[src/rtl/switch_input_sequencer.sv]
// switch_input_sequencer
// Conditions the Minisys enter switch (2-flop sync + debounce), latches the
// operand and case code on each qualified press, and serves them to the CPU
// through a registered two-word MMIO read port.
// Build option: define SW_SIGN_EXT_EN to sign-extend the operand on data reads.
module switch_input_sequencer #(
    parameter int DEBOUNCE_CYCLES = 20,
    parameter int DATA_W          = 16,
    parameter int CASE_W          = 3
) (
    input  logic              Minisys_Clock,
    input  logic              Minisys_Reset_n,
    input  logic [DATA_W-1:0] switch_data,
    input  logic [CASE_W-1:0] switch_case,
    input  logic              switch_enter,
    input  logic              cpu_rd,
    input  logic              cpu_rd_sel,
    output logic [31:0]       cpu_rdata,
    output logic              data_valid,
    output logic              wait_led,
    output logic [CASE_W-1:0] case_led
);

    localparam int CNT_W = (DEBOUNCE_CYCLES > 1) ? $clog2(DEBOUNCE_CYCLES) : 1;
    localparam logic [CNT_W-1:0] CNT_LAST = CNT_W'(DEBOUNCE_CYCLES - 1);

    localparam logic [1:0] S_WAIT_LOW = 2'd0;
    localparam logic [1:0] S_ARMED    = 2'd1;
    localparam logic [1:0] S_FULL     = 2'd2;
    localparam logic [1:0] S_RELEASE  = 2'd3;

    logic [1:0]        sync_q;
    logic [1:0]        prime_q;
    logic [CNT_W-1:0]  db_cnt_q, db_cnt_d;
    logic              enter_db_q, enter_db_d;
    logic              db_prev_q;
    logic [1:0]        state_q, state_d;
    logic              released_q, released_d;
    logic              overrun_q, overrun_d;
    logic [DATA_W-1:0] data_q, data_d;
    logic [CASE_W-1:0] case_q, case_d;
    logic [31:0]       rdata_q, rdata_d;

    logic              enter_sync;
    logic              db_rise;
    logic              db_fall;
    logic              consume;
    logic              stat_rd;
    logic [2:0]        case_stat;
    logic [31:0]       status_word;
    logic [31:0]       data_word;

    assign enter_sync = sync_q[1];
    assign db_rise    = enter_db_q & ~db_prev_q;
    assign db_fall    = ~enter_db_q & db_prev_q;
    assign consume    = cpu_rd & cpu_rd_sel;
    assign stat_rd    = cpu_rd & ~cpu_rd_sel;

    assign data_valid = (state_q == S_FULL);
    assign wait_led   = (state_q == S_ARMED);
    assign case_led   = case_q;
    assign cpu_rdata  = rdata_q;

    // Synchronise enter; prime_q marks when the synchroniser holds a real sample
    // so the post-reset low check is not fooled by the cleared flops.
    always_ff @(posedge Minisys_Clock or negedge Minisys_Reset_n) begin
        if (!Minisys_Reset_n) begin
            sync_q  <= '0;
            prime_q <= '0;
        end else begin
            sync_q  <= {sync_q[0], switch_enter};
            prime_q <= {prime_q[0], 1'b1};
        end
    end

    // Debounce: count consecutive cycles the synced level disagrees with enter_db.
    always_comb begin
        db_cnt_d   = '0;
        enter_db_d = enter_db_q;
        if (enter_sync != enter_db_q) begin
            if (db_cnt_q == CNT_LAST) begin
                enter_db_d = enter_sync;
            end else begin
                db_cnt_d = db_cnt_q + CNT_W'(1);
            end
        end
    end

    // Capture/consume state machine with release tracking and sticky overrun.
    always_comb begin
        state_d    = state_q;
        released_d = released_q;
        overrun_d  = overrun_q;
        data_d     = data_q;
        case_d     = case_q;
        if (stat_rd) begin
            overrun_d = 1'b0;
        end
        case (state_q)
            S_WAIT_LOW: begin
                if (prime_q[1] && !enter_sync && !enter_db_q) begin
                    state_d = S_ARMED;
                end
            end
            S_ARMED: begin
                if (db_rise) begin
                    data_d  = switch_data;
                    case_d  = switch_case;
                    state_d = S_FULL;
                end
            end
            S_FULL: begin
                if (db_rise && released_q) begin
                    overrun_d  = 1'b1;
                    released_d = 1'b0;
                end else if (db_fall) begin
                    released_d = 1'b1;
                end
                // The consume read wins over a coincident overrun: leave FULL anyway.
                if (consume) begin
                    state_d    = released_q ? S_ARMED : S_RELEASE;
                    released_d = 1'b0;
                end
            end
            S_RELEASE: begin
                if (!enter_db_q) begin
                    state_d = S_ARMED;
                end
            end
            default: state_d = S_WAIT_LOW;
        endcase
    end

    // Read mux: status word or operand, registered for 1-cycle latency.
    always_comb begin
        case_stat   = 3'(case_q);
        status_word = {24'd0, state_q, enter_db_q, case_stat, overrun_q, data_valid};
`ifdef SW_SIGN_EXT_EN
        data_word   = {{(32-DATA_W){data_q[DATA_W-1]}}, data_q};
`else
        data_word   = 32'(data_q);
`endif
        rdata_d     = rdata_q;
        if (cpu_rd) begin
            rdata_d = cpu_rd_sel ? data_word : status_word;
        end
    end

    // State and datapath registers.
    always_ff @(posedge Minisys_Clock or negedge Minisys_Reset_n) begin
        if (!Minisys_Reset_n) begin
            db_cnt_q   <= '0;
            enter_db_q <= 1'b0;
            db_prev_q  <= 1'b0;
            state_q    <= S_WAIT_LOW;
            released_q <= 1'b0;
            overrun_q  <= 1'b0;
            data_q     <= '0;
            case_q     <= '0;
            rdata_q    <= '0;
        end else begin
            db_cnt_q   <= db_cnt_d;
            enter_db_q <= enter_db_d;
            db_prev_q  <= enter_db_q;
            state_q    <= state_d;
            released_q <= released_d;
            overrun_q  <= overrun_d;
            data_q     <= data_d;
            case_q     <= case_d;
            rdata_q    <= rdata_d;
        end
    end

endmodule

[config.mk]
export PLATFORM = sky130hd
export DESIGN_NAME = switch_input_sequencer
export DESIGN_NICKNAME = d
export VERILOG_FILES = /design/src/rtl/switch_input_sequencer.sv
export SDC_FILE = /design/constraint.sdc
export NUM_CORES = 1
export LEC_CHECK = 0
export CAP_MARGIN = 25
export CORE_MARGIN = 2
export CORE_UTILIZATION = 43
export CTS_CLUSTER_SIZE = 40
export DETAILED_ROUTE_END_ITERATION = 8
export GPL_TIMING_DRIVEN = 0
export PLACE_DENSITY = 0.75
export SYNTH_ARGS = -nofsm -noshare
export SYNTH_HDL_FRONTEND = slang
export SYNTH_SLANG_ARGS = --single-unit
[constraint.sdc]
create_clock -name Minisys_Clock -period 1.4 [get_ports Minisys_Clock]
set_input_delay 0.28 -clock Minisys_Clock [delete_from_list [all_inputs] [get_ports Minisys_Clock]]
set_output_delay 0.28 -clock Minisys_Clock [all_outputs]
set_load 0.01 [all_outputs]
# Word-level counts from Yosys, hierarchy flattened
# Cells that the tools add are included.
# word_totals
reg_bits	66
input_bits	24
word_cells	54
# op_classes
addsub	1
eq_ne	9
muxes	15
bitwise_logic	7
reduce_logical	11
# op_table
operator	n
16-bit 2-to-1 mux	1
2-bit 2-to-1 mux	5
5-bit 2-to-1 mux	2
2-bit case mux with 4 select lines	1
1-bit 2-to-1 mux	6
2-bit AND reduction	3
5-bit by 1-bit adder with 5-bit output, second input constant	1
5-bit == test, second input constant	1
1-bit bitwise AND	4
2-bit == test, second input constant	2
2-bit by 1-bit inequality test with 1-bit output, second input constant	2
2-bit inequality test, second input constant	2
4-bit AND reduction	1
1-bit logical AND	3
1-bit NOT	3
3-bit nonzero test	1
2-bit by 1-bit == test with 1-bit output, second input constant	1
1-bit logical NOT	2
2-bit logical NOT	1
1-bit inequality test	1

# Depth between registers and ports, before layout
# depth
ltp_word	5
depth_mapped	6

# Least setup slack after synthesis
# OpenSTA, ideal clock, no wires.
# synth_path
kind	register to register
startpoint	register state_q[1]
endpoint	register data_q[10]
arrival_ns	1.364
t_required_ns	1.275
slack_ns	-0.089
path_stages_with_launch	6
cell_sequence	dfrtp_1 -> inv_1 -> ha_1 -> nand2_4 -> buf_6 -> mux2_4
# synth_between
elab_chain_len	2
# synth_rtl
item	line	text
start, declared	37	logic [1:0] state_q, state_d;
start signal, assigned	165	state_q <= state_d;
2-bit by 1-bit == test with 1-bit output	-	
via wait_led	20	output logic wait_led,
2-bit AND reduction (no source line)	-	
end signal, assigned	168	data_q <= data_d;
end, declared	40	logic [DATA_W-1:0] data_q, data_d;
# The timed path passes the listed nets, and every way through them passes these cells.
# A chain may end at the register's enable or synchronous reset.

# Final worst setup path
# layout_path
startpoint	register state_q[1]
endpoint	output port data_valid
# layout_between
elab_chain_len	1
# layout_rtl
item	line	text
2-bit == test	59	assign data_valid = (state_q == S_FULL);
end, declared	19	output logic data_valid,
# Every way passes these cells.

==> results.sh <==
export IMPL_p_per_area_nw_per_um2=1140
export IMPL_routed_wl_mm=4.30
export IMPL_synthCells=185
export IMPL_power_leakage_nw=1.47
export IMPL_synth_top_area_cell="dfrtp_1"
export IMPL_switchingPower_uw=989
export IMPL_yosys_top_cells_area="dfrtp_1 56%, mux2_4 6.7%, buf_4 5.4%, mux2_2 5.0%, mux2i_1 4.5%"
export IMPL_ant_nets=0
export IMPL_core_area_um2=5040
export IMPL_fp_row_count=26
export IMPL_violations="negative setup slack"
export IMPL_gp_congestion=0.692
export IMPL_grt_max_degree=28
export IMPL_antenna_found_initial=0
export IMPL_total_power_mw=3.44
export IMPL_synth_edf_count=0
export IMPL_reg2reg_depth=5
export IMPL_share_seq_of_total_power=0.486
export IMPL_yosys_warnings=0
export IMPL_overflow=0
export IMPL_numClockSinks=50
export IMPL_place_area_um2=2820
export IMPL_netSwitchingFraction=0.287
export IMPL_crit_path_max_fanout=5
export IMPL_fp_dieW_um=76.0
export IMPL_synthToLayoutAreaGrowth_pct=35.6
export IMPL_root_buffer="clkbuf_8"
export IMPL_route_detailed_drc=0
export IMPL_synth_avg_cell_area_um2=12.1
export IMPL_die_y_um=76.0
export IMPL_critPathArrivalTime_ns=1.16
export IMPL_path_class="flip-flop to primary output"
export IMPL_cp_data_required_time_ns=1.12
export IMPL_vdd_drop_max_mv=0.732
export IMPL_fmax_ghz=0.694
export IMPL_synth_seq_cells=50
export IMPL_h_tree_depth=2
export IMPL_max_cap_violations=0
export IMPL_fin_crit_ns=1.44
export IMPL_post_dp_hpwl_mm=3.04
export IMPL_synth_area_um2=2230
export IMPL_skew_ns=0.00391
export IMPL_setup_violations=1
export IMPL_firstDrtPassIters=4
export IMPL_start_util=0.442
export IMPL_grt_pass1_wl_mm=7.04
export IMPL_ys_seq_area_frac=0.561
export IMPL_grt_pass1_vias=1469
export IMPL_clk_latency_ns=0.30
export IMPL_wire_per_inst_um=13.1
export IMPL_port_buffers=42
export IMPL_timing_critical_path_from_type="flip-flop"
export IMPL_synth_top_area_frac=0.561
export IMPL_hold_viol_final=0
export IMPL_drv_slew=0
export IMPL_fin_ws_ns=-0.0410
export IMPL_async_flop_share=1.00
export IMPL_clockPowerShare=0.247
export IMPL_dr_total_vias=1485
export IMPL_comb_power_share=0.267
export IMPL_cts_buffers=5
export IMPL_n_antenna_cell=0
export IMPL_ys_types=27
export IMPL_timing_final_crit_share=1.03
export IMPL_grt_setup_unrepaired="true"
export IMPL_relSlewSlack=0.635
export IMPL_worst_pin_slew_ns=0.547
export IMPL_drt_iter0_markers=47
export IMPL_die_area_um2=5780
export IMPL_worstHoldPathCells=0
export IMPL_synth_flop_cell="dfrtp_1"
export IMPL_n_fill_cell=432
export IMPL_cts_tree="yes"
export IMPL_io_pins=61
export IMPL_outcome="finished with violations"
export IMPL_end_kind="primary output"
export IMPL_finish_instance_area_um2=3030
export IMPL_fin_tns_setup_ns=-0.0410
export IMPL_globalRouteTotalUtil=0.157
export IMPL_viasPerCell=4.53
export IMPL_clk_path_buf_depth=2
export IMPL_p_int_mw=2.45
export IMPL_drive_above_1_share=0.267
export IMPL_finalNetCount=287
export IMPL_clk_pin_slew_ns=0.08
export IMPL_hp_class="flip-flop to flip-flop"
export IMPL_fin_hold_ws_ns=0.353
==> critical path, stage by stage (launching register included) <==
cell and delay (ns):
dfrtp_2 0.43, buf_6 0.14, ha_4 0.18, buf_6 0.12
==> routing by layer <==
layer	wire (um)	track usage
met1	1850	0.192
met3	188	0.0379
met2	2200	0.267
met4	63	0.0655
met5	0	0
==> flip-flops by register name, summed over array words and instances, names as in the netlist <==
signal,count
cpu_rdata,16
data_q,16
db_cnt_q,5
case_led,3
prime_q,2
state_q,2
sync_q,2
db_prev_q,1
enter_db_q,1
overrun_q,1
released_q,1
==> synth_stat cells, drive strengths merged, types with 4 or more instances <==
library cell,count
dfrtp,50
mux2,20
buf,19
inv,13
nor2,12
nand3,11
o21ai,11
mux2i,10
a21oi,9
ha,6
nand2,5
clkbuf,4
==> metrics by stage <==
stage,std cells,utilization,setup slack (ns)
floorplan,200,-,0.00435
global placement,312,0.557,-1.32
detailed placement,313,0.560,-0.343
CTS,325,0.589,-0.0599
global route,328,0.600,-0.0797
finish,328,0.600,-0.0410
==> power by group through the flow <==
stage               Sequential (mW)  Combinational [mW]  Clock (mW)
floorplan                      1.70               0.416           0
global placement               1.69               0.750           0
detailed placement             1.69               0.776           0
CTS                            1.67               0.879       0.880
global route                   1.69                1.00       0.948
finish                         1.67               0.919       0.850
==> cell families (layout without fill, tap and decap cells) <==
| group | count (synthesis) | count (layout) | synth area share |
|---|---|---|---|
| muxes | 30 | 30 | 0.163 |
| xor gates and xnor gates | 4 | 4 | 0.0157 |
| adders and majority gates | 6 | 6 | 0.0337 |
| DFF | 50 | 50 | 0.561 |
| buffers and inverters | 36 | 94 | 0.0920 |
| AOI/OAI and AO/OA | 24 | 24 | 0.0595 |
| other | 2 | 17 | 0.00337 |
| and+or+nand+nor | 33 | 33 | 0.0723 |
==> path summary, 6_finish.rpt <==
check / from / endpoint / slack (ns)
setup / recovery: state_q[1]$_DFFE_PN0P_ / data_valid / -0.04
hold / removal: prime_q[0]$_DFF_PN0_ / prime_q[1]$_DFF_PN0_ / 0.35
setup reg to reg: state_q[1]$_DFFE_PN0P_ / state_q[1]$_DFFE_PN0P_ / 0.01
hold reg to reg: prime_q[0]$_DFF_PN0_ / prime_q[1]$_DFF_PN0_ / 0.35
max in group asynchronous: Minisys_Reset_n / state_q[0]$_DFFE_PN0P_ / 0.37
min in group asynchronous: Minisys_Reset_n / prime_q[0]$_DFF_PN0_ / 0.50
==> cell type report <==
type / instances / area (um2) / area share
inverter: 13 / 51.3 / 0.0170
tap: 70 / 87.6 / 0.0289
buffer: 23 / 165 / 0.0546
timing repair buffer: 50 / 489 / 0.162
clock buffer: 7 / 86.3 / 0.0285
clock inverter: 1 / 5.00 / 0.00165
sequential: 50 / 1250 / 0.415
multi-input combinational: 114 / 886 / 0.293
==> placed cells by master (no fill, tap or decap), types with 4 or more instances in the layout <==
cell type,n
dlygate4sd2_1,19
buf_4,19
nor2_1,12
clkbuf_8,6
clkdlybuf4s50_1,20
mux2i_1,10
clkbuf_1,5
a21oi_1,8
buf_6,4
dfrtp_1,47
nand3_1,11
mux2_4,10
inv_1,10
conb_1,17
o21ai_0,11
nand2_1,4
mux2_2,10
==> timing repair <==
item | CTS | global route
pin swaps | 2 | 2
hold buffers | 1 | 0
setup endpoints to repair | 33 | 11
endpoints found under the hold margin | 23 | 0
resized for setup | 42 | 5
buffers inserted | 3 | 3
No activity file was read; power rests on OpenSTA's default activity.
